$ cat config.mk
export PLATFORM = sky130hd
export DESIGN_NAME = dm_arbiter
export DESIGN_NICKNAME = d
export VERILOG_FILES = /design/src/rtl/dm_arbiter_pkg.sv /design/src/rtl/dm_lane_unit.sv /design/src/rtl/dm_arbiter.sv
export SDC_FILE = /design/constraint.sdc
export NUM_CORES = 1
export LEC_CHECK = 0
export CORE_MARGIN = 2
export CORE_UTILIZATION = 40
export DETAILED_ROUTE_END_ITERATION = 7
export GPL_TIMING_DRIVEN = 0
export PLACE_DENSITY = 0.85
export SLEW_MARGIN = 5
export SYNTH_ARGS = -nofsm -noshare
export SYNTH_HDL_FRONTEND = slang
export SYNTH_SLANG_ARGS = --single-unit
$ cat constraint.sdc
create_clock -name clk -period 2.95 [get_ports clk]
set_input_delay 0.295 -clock clk [delete_from_list [all_inputs] [get_ports clk]]
set_output_delay 0.295 -clock clk [all_outputs]
set_load 0.01 [all_outputs]
$ cat src/rtl/dm_arbiter_pkg.sv
// dm_arbiter_pkg: size/state encodings and lane helpers shared by the data-memory arbiter
package dm_arbiter_pkg;
  localparam logic [1:0] SZ_BYTE = 2'd0;
  localparam logic [1:0] SZ_HALF = 2'd1;
  localparam logic [1:0] SZ_WORD = 2'd2;
  localparam int BYTE_LANE_SH = 3;
  localparam int HALF_LANE_SH = 4;
  typedef enum logic {S_IDLE = 1'b0, S_RMW_WR = 1'b1} state_t;
  function automatic logic misaligned(input logic [1:0] size, input logic [1:0] off);
    return (size == SZ_HALF && off[0]) || (size[1] && off != 2'd0);
  endfunction
endpackage

$ cat src/rtl/dm_lane_unit.sv
// dm_lane_unit: byte/half lane extraction with extension, or sub-word store merge
import dm_arbiter_pkg::*;
module dm_lane_unit #(
  parameter bit MERGE = 1'b0
) (
  input  logic [31:0] word,
  input  logic [31:0] wdata,
  input  logic [1:0]  off,
  input  logic [1:0]  size,
  input  logic        uns,
  output logic [31:0] res
);
  logic [4:0] bsh, hsh;
  logic [7:0] b;
  logic [15:0] h;
  logic [31:0] ext, mrg, mask, ins;
  // pick the addressed lane, extend it for loads or splice wdata into it for stores
  always_comb begin
    bsh = 5'(off) << BYTE_LANE_SH;
    hsh = 5'(off[1]) << HALF_LANE_SH;
    b = 8'(word >> bsh);
    h = 16'(word >> hsh);
    ext = size[1] ? word : size == SZ_HALF ? {{16{~uns & h[15]}}, h} : {{24{~uns & b[7]}}, b};
    mask = size == SZ_HALF ? 32'h0000_ffff << hsh : 32'h0000_00ff << bsh;
    ins = size == SZ_HALF ? {16'h0, wdata[15:0]} << hsh : {24'h0, wdata[7:0]} << bsh;
    mrg = size[1] ? wdata : (word & ~mask) | ins;
    res = MERGE ? mrg : ext;
  end
endmodule

$ cat src/rtl/dm_arbiter.sv
// dm_arbiter: two-port data-memory arbiter with load extension and sub-word read-modify-write
import dm_arbiter_pkg::*;
module dm_arbiter #(
  parameter int ADDR_W = 10,
  parameter bit RR_EN = 1'b1
) (
  input  logic              clk,
  input  logic              reset,
  input  logic              m0_req,
  input  logic              m0_we,
  input  logic [1:0]        m0_size,
  input  logic              m0_uns,
  input  logic [31:0]       m0_addr,
  input  logic [31:0]       m0_wdata,
  output logic              m0_gnt,
  output logic              m0_rvalid,
  output logic [31:0]       m0_rdata,
  output logic              m0_err,
  input  logic              m1_req,
  input  logic              m1_we,
  input  logic [1:0]        m1_size,
  input  logic              m1_uns,
  input  logic [31:0]       m1_addr,
  input  logic [31:0]       m1_wdata,
  output logic              m1_gnt,
  output logic              m1_rvalid,
  output logic [31:0]       m1_rdata,
  output logic              m1_err,
  output logic              mem_we,
  output logic [ADDR_W-1:0] mem_addr,
  output logic [31:0]       mem_wdata,
  input  logic [31:0]       mem_rdata
);
  state_t state, state_nx;
  logic last_gnt, any, sel, mis, sub, wr_word, done, done_port;
  logic s_we, s_uns, r_port;
  logic [1:0] s_size, r_size;
  logic [31:0] s_addr, s_wdata, ld_word, mg_word, done_rdata, r_word, r_wdata;
  logic [ADDR_W+1:0] r_addr;
  logic unused_addr_hi;

  assign unused_addr_hi = ^s_addr[31:ADDR_W+2];

  // arbitrate between ports and classify the winning access; grants only while idle and out of reset
  always_comb begin
    any = reset && state == S_IDLE && (m0_req || m1_req);
    sel = (m0_req && m1_req) ? (RR_EN && !last_gnt) : m1_req;
    s_we = sel ? m1_we : m0_we;
    s_size = sel ? m1_size : m0_size;
    s_uns = sel ? m1_uns : m0_uns;
    s_addr = sel ? m1_addr : m0_addr;
    s_wdata = sel ? m1_wdata : m0_wdata;
    mis = misaligned(s_size, s_addr[1:0]);
    sub = s_we && !mis && !s_size[1];
    wr_word = any && s_we && !mis && s_size[1];
  end

  dm_lane_unit #(.MERGE(1'b0)) u_load (
    .word(mem_rdata), .wdata(32'h0), .off(s_addr[1:0]), .size(s_size), .uns(s_uns), .res(ld_word)
  );

  dm_lane_unit #(.MERGE(1'b1)) u_merge (
    .word(r_word), .wdata(r_wdata), .off(r_addr[1:0]), .size(r_size), .uns(1'b0), .res(mg_word)
  );

  // state register
  always_ff @(posedge clk or negedge reset)
    if (!reset) state <= S_IDLE;
    else state <= state_nx;

  // a granted sub-word store spends one extra cycle writing the merged word
  always_comb state_nx = (state == S_IDLE && any && sub) ? S_RMW_WR : S_IDLE;

  // grants and memory drive: the granted port in idle, the latched merge in RMW_WR
  always_comb begin
    m0_gnt = any && !sel;
    m1_gnt = any && sel;
    mem_we = state == S_RMW_WR || wr_word;
    mem_addr = state == S_RMW_WR ? r_addr[ADDR_W+1:2] : any ? s_addr[ADDR_W+1:2] : '0;
    mem_wdata = state == S_RMW_WR ? mg_word : wr_word ? s_wdata : '0;
  end

  // completion of this cycle's access, reported on the owning port next cycle
  always_comb begin
    done = (any && !sub) || state == S_RMW_WR;
    done_port = state == S_RMW_WR ? r_port : sel;
    done_rdata = (any && !s_we && !mis) ? ld_word : '0;
  end

  // round-robin memory of the last winner; port 0 wins the first tie
  always_ff @(posedge clk or negedge reset)
    if (!reset) last_gnt <= 1'b1;
    else if (any) last_gnt <= sel;

  // hold the old word and store operands across the read-modify-write
  always_ff @(posedge clk or negedge reset)
    if (!reset) begin
      r_word <= '0;
      r_addr <= '0;
      r_wdata <= '0;
      r_size <= SZ_BYTE;
      r_port <= 1'b0;
    end else if (state == S_IDLE && any && sub) begin
      r_word <= mem_rdata;
      r_addr <= s_addr[ADDR_W+1:0];
      r_wdata <= s_wdata;
      r_size <= s_size;
      r_port <= sel;
    end

  // registered completion pulse, load data and error per port
  always_ff @(posedge clk or negedge reset)
    if (!reset) begin
      m0_rvalid <= 1'b0;
      m1_rvalid <= 1'b0;
      m0_err <= 1'b0;
      m1_err <= 1'b0;
      m0_rdata <= '0;
      m1_rdata <= '0;
    end else begin
      m0_rvalid <= done && !done_port;
      m1_rvalid <= done && done_port;
      m0_err <= done && !done_port && any && mis;
      m1_err <= done && done_port && any && mis;
      m0_rdata <= (done && !done_port) ? done_rdata : '0;
      m1_rdata <= (done && done_port) ? done_rdata : '0;
    end
endmodule

-- Word-level counts from Yosys, hierarchy flattened
Cells that the tools add are included.
Widths: inputs -> output; s select.
- output and inout bits: 113
- logic and storage cells: 83
- register bits after elaboration: 149
- input port bits: 172
- reductions and logical operators: 35
- eq/ne operators: 2
- bitwise operators: 7
- muxes and demuxes: 20
- shift operators: 6
- operators by type and width (operator ; count):
    $mux 32 ; 11
    $and 32x32->32 ; 1
    $not 32->32 ; 1
    $or 32x32->32 ; 1
    $shl 16x5->32 ; 1
    $shl 16x5->32 const A ; 1
    $shl 8x5->32 ; 1
    $shl 8x5->32 const A ; 1
    $shr 32x5->16 ; 1
    $shr 32x5->8 ; 1
    $logic_and 1x1->1 ; 23
    $mux 10 ; 2
    $mux 12 ; 1
    $logic_not 1->1 ; 7
    $mux 1 ; 5
    $eq 2x1->1 const B ; 2
    $logic_or 1x1->1 ; 4
    $and 1x1->1 ; 2
    $mux 2 ; 1
    $not 1->1 ; 2
    $reduce_bool 2->1 ; 1

-- Logic depth before layout (Yosys ltp)
- depth in word-level cells: 15
- gate-level depth with buffers: 9
- gate-level depth less buffers: 5

-- Modules after synthesis
From an unflattened synthesis, not the netlist that was laid out.
- cell total of the unflattened synthesis: 796
- area, all modules: 7823.8 um2
- by module, submodules not included (module ; cells each ; sequential area each (um2) ; instances ; area an instance (um2)):
    dm_arbiter ; 566 ; 3729.8 ; 1 ; 6238.5
    dm_lane_unit at u_merge ; 136 ; 0.0 ; 1 ; 919.6
    dm_lane_unit at u_load ; 94 ; 0.0 ; 1 ; 665.6

-- Least setup slack after synthesis
Ideal clock, no wire load.
- kind: flip-flop to output port
- from: register last_gnt
- to: output mem_wdata[16]
- path buffers: 4
- arrival: 1.935 ns
- path slack: 0.720 ns
- data required time: 2.655 ns
- cell stages (with the launch flop): 8
- cells stage by stage: dfstp_2 a21bo_2 buf_2 buf_2 buf_2 buf_2 mux2i_1 o22ai_1
- cells in the longest elaborated chain, start to end: 11
- elaborated cells between the ends (all ways): 17
- classes of those cells: eq/ne (1); mux (7); reduce/logical (9)
- ends and longest elaborated chain (item ; line ; text):
    from (decl) ; dm_arbiter.sv:35 ; logic last_gnt, any, sel, mis, sub, wr_word, done, done_port;
    from (signal assigned) ; dm_arbiter.sv:93 ; else if (any) last_gnt <= sel;
    $logic_not 1->1 * ; dm_arbiter.sv:47 ; sel = (m0_req && m1_req) ? (RR_EN && !last_gnt) : m1_req;
    $mux 1 * ; dm_arbiter.sv:47 ;
    $mux 2 / $mux 12 (equally long branches) ; dm_arbiter.sv:49, dm_arbiter.sv:51 ;
    $eq 2x1->1 / $reduce_bool 2->1 (equally long branches) ; dm_arbiter_pkg.sv:10 ; return (size == SZ_HALF && off[0]) || (size[1] && off != 2'd0);
    $logic_and 1x1->1 ; dm_arbiter_pkg.sv:10 ;
    $logic_or 1x1->1 ; dm_arbiter_pkg.sv:10 ;
    $logic_not 1->1 ; dm_arbiter.sv:55 ; wr_word = any && s_we && !mis && s_size[1];
    $logic_and 1x1->1 (2 in series) ; dm_arbiter.sv:55 ;
    $mux 32 * (2 in series) ; dm_arbiter.sv:80 ; mem_wdata = state == S_RMW_WR ? mg_word : wr_word ? s_wdata : '0;
    to (decl) ; dm_arbiter.sv:31 ; output logic [31:0] mem_wdata,
Mark *: on every way between the ends. The rest lies on a longest branch, timed or not.

-- Final worst setup path
- from: register last_gnt
- to: output mem_wdata[27]
The elaborated chain is that of the path after synthesis.

==> results.sh <==
export IMPL_io_buffers=244
export IMPL_async_flop_share_pct=100.0
export IMPL_status="finished, final reports clean"
export IMPL_cts_num_sinks=149
export IMPL_grt_pass1_wl_mm=39.41
export IMPL_critPathLaunchType="flip-flop"
export IMPL_synthesis_nets=935
export IMPL_post_route_util_pct=59.27
export IMPL_fin_crit_ps=2876
export IMPL_hp_class="input port to async pin"
export IMPL_cts_buffers=17
export IMPL_tightest_slew_ps=968.3
export IMPL_powerDensity_mw_per_mm2=634.1
export IMPL_syn_to_final_growth_pct=46.14
export IMPL_synth_edff_count=0
export IMPL_slew_headroom_pct=34.42
export IMPL_dieHeight_um=141.5
export IMPL_initial_utilization_pct=40.56
export IMPL_fin_ws_ps=73.90
export IMPL_clockBufferDepth=2
export IMPL_antenna_left=0
export IMPL_grt_usage_pct=25.70
export IMPL_cp_max_fo=10
export IMPL_synth_ff_type="dfrtp_1"
export IMPL_worstSetupEndpointType="output port"
export IMPL_timing_final_crit_share_pct=97.50
export IMPL_htreeDepth=4
export IMPL_grt_max_degree=90
export IMPL_place_congestion=0.9492
export IMPL_crit_start="last_gnt"
export IMPL_core_mm2=0.01864
export IMPL_p_sw_share_pct=32.78
export IMPL_seqPwrFrac_pct=39.6
export IMPL_synth_seq_area_share_pct=49.33
export IMPL_drv_slew=0
export IMPL_insertion_delay_ps=430
export IMPL_ys_ff_latch=149
export IMPL_cp_required_ps=2650
export IMPL_path_clk_slew_ps=70
export IMPL_rsz0062_at_grt="yes"
export IMPL_combPwrFrac_pct=28.9
export IMPL_fin_worst_skew_ps=8.541
export IMPL_antenna_found_initial=0
export IMPL_criticalPathCategory="flip-flop to output port"
export IMPL_vias=7209
export IMPL_netlist_area_mm2=0.007561
export IMPL_p_int_uw=4710
export IMPL_routed_wirelength_mm=25.62
export IMPL_rows=50
export IMPL_antenna_cells=0
export IMPL_syn_inst=763
export IMPL_grt_ovfl_total=0
export IMPL_wl_per_cell_um=20.03
export IMPL_peakVddDrop_mv=0.4756
export IMPL_dieArea_mm2=0.02002
export IMPL_setup_violations=0
export IMPL_drt_iter0_drc=622
export IMPL_cts_root_buf="clkbuf_16"
export IMPL_synth_cell_type_count=50
export IMPL_holdWs_ps=422.5
export IMPL_max_freq_ghz=0.3477
export IMPL_postSynthAreaPerCell_um2=9.910
export IMPL_hold_viol=0
export IMPL_r2r_start="last_gnt"
export IMPL_drive_above_1_share_pct=13.49
export IMPL_pre_cts_ws_ps=-643.1
export IMPL_hpwl_mm=19.45
export IMPL_ys_warn_count=0
export IMPL_ioPinCount=285
export IMPL_die_w_um=141.5
export IMPL_cts_tree="yes"
export IMPL_p_switching_uw=2297
export IMPL_clockPowerShare_pct=31.5
export IMPL_drt_vias_per_instance=5.636
export IMPL_drc_errors=0
export IMPL_crit_arrival_ps=2580
export IMPL_firstDrtPassIters=5
export IMPL_leakage_uw=0.004913
export IMPL_grt_pass1_vias=6956
export IMPL_drv_cap=0
export IMPL_final_nets=1204
path summary, 6_finish.rpt:
check | slack [ps] | cells past startpoint | endpoint
max in group asynchronous | 2030 | 3 | r_size[1]
max reg2reg | 240 | 8 | m1_rdata[23]
min in group clk | 510 | 2 | r_word[5]
min | 420 | 2 | last_gnt
max | 70 | 8 | mem_wdata[27]
min reg2reg | 510 | 1 | r_word[21]
area by class of cell:
| cell class | instances | area (um^2) |
|---|---|---|
| Clock inverter | 13 | 150.1 |
| Timing Repair Buffer | 253 | 2510 |
| Multi-Input combinational cell | 548 | 3587 |
| Clock buffer | 19 | 442.9 |
| Fill cell | 1588 | 7594 |
| Inverter | 12 | 45.04 |
| Tap cell | 234 | 292.8 |
| Sequential cell | 149 | 3731 |
| Buffer | 51 | 290.3 |
metal layers:
metal  global-route usage [%]  share of wire [%]  up-vias
met4                    7.737                2.2        0
met5                        0                  0        -
met2                    41.88                 47      365
li1                         -                  -     3278
met3                    5.197                7.8       46
met1                    34.83                 43     3520
cells in the final DEF, fill, tap and decap left out, types with 9 or more instances in the layout:
master / n
and2_1: 12
dfrtp_1: 147
clkbuf_1: 20
mux2i_1: 58
nand4_1: 9
o21ai_0: 27
dlygate4sd2_1: 31
nor2_1: 124
nor3_1: 20
nand3b_1: 11
o2bb2ai_1: 13
a21oi_1: 75
nand2b_1: 12
clkbuf_16: 17
inv_1: 12
o22ai_1: 32
nand2_1: 27
clkdlybuf4s50_1: 210
buf_4: 14
buf_2: 13
mux2_2: 50
synthesized netlist by cell type, types with 12 or more instances:
| library cell | instances | area (um^2) |
|---|---|---|
| nor2_1 | 126 | 473.0 |
| o21ai_0 | 27 | 135.1 |
| buf_2 | 21 | 105.1 |
| a21oi_1 | 77 | 385.4 |
| clkbuf_1 | 26 | 97.59 |
| nor3_1 | 20 | 100.1 |
| inv_1 | 12 | 45.04 |
| nand2b_1 | 12 | 75.07 |
| o22ai_1 | 32 | 200.2 |
| dfrtp_1 | 148 | 3704 |
| o2bb2ai_1 | 14 | 122.6 |
| and2_1 | 12 | 75.07 |
| nand2_1 | 27 | 101.4 |
| mux2_2 | 50 | 563.0 |
| mux2i_1 | 61 | 610.6 |
power groups by stage:
stage	Clock [uW]	Combinational, uW	Sequential, uW
floorplan	0	1250	2680
global placement	0	1920	2770
detailed placement	0	1960	2790
CTS	2210	2000	2760
global route	2300	2180	2820
finish	2210	2020	2780
metrics by stage:
step / cells / power [uW] / instance area [um^2] / setup TNS, ps
6_report: 1279 / 7007 / 11050 / 0
5_1_grt: 1279 / 7309 / 11050 / -5.074
4_1_cts: 1279 / 6976 / 11040 / 0
3_5_place_dp: 1242 / 4751 / 10320 / -18730
3_3_place_gp: 1241 / 4697 / 10300 / -1567410
2_1_floorplan: 763 / 3931 / 7561 / 0
what timing repair did:
item                       CTS  global route
setup endpoints to repair   43            22
hold buffers                 2             0
cloned                       1             0
gates resized for setup     61            10
hold endpoints to repair    59             0
pin swaps                    2             0
setup buffers                5             0
logic make-up after synthesis:
kind of cell | synth area share [%]
flip-flops | 49.33
AND/OR/NAND/NOR | 15.11
buffers and inverters | 3.872
multiplexers | 15.90
AO/OA/AOI/OAI | 15.79
state kept, by name, summed over array words and instances (netlist names):
| name | cells |
|---|---|
| r_size | 2 |
| state | 1 |
| m0_err | 1 |
| m1_rdata | 32 |
| r_addr | 12 |
| r_port | 1 |
| m0_rvalid | 1 |
| m1_rvalid | 1 |
| last_gnt | 1 |
| m1_err | 1 |
| r_word | 32 |
| m0_rdata | 32 |
| r_wdata | 32 |
worst max-delay path: stages, from the launching register on:
cell and delay, ps:
dfstp_2 580, a21bo_4 150, buf_4 120, mux2_4 340
o211ai_1 90, buf_4 200, clkbuf_4 240, o22ai_1 110
dlygate4sd2_1 300
Note: power is estimated with default switching activity, not from simulation.
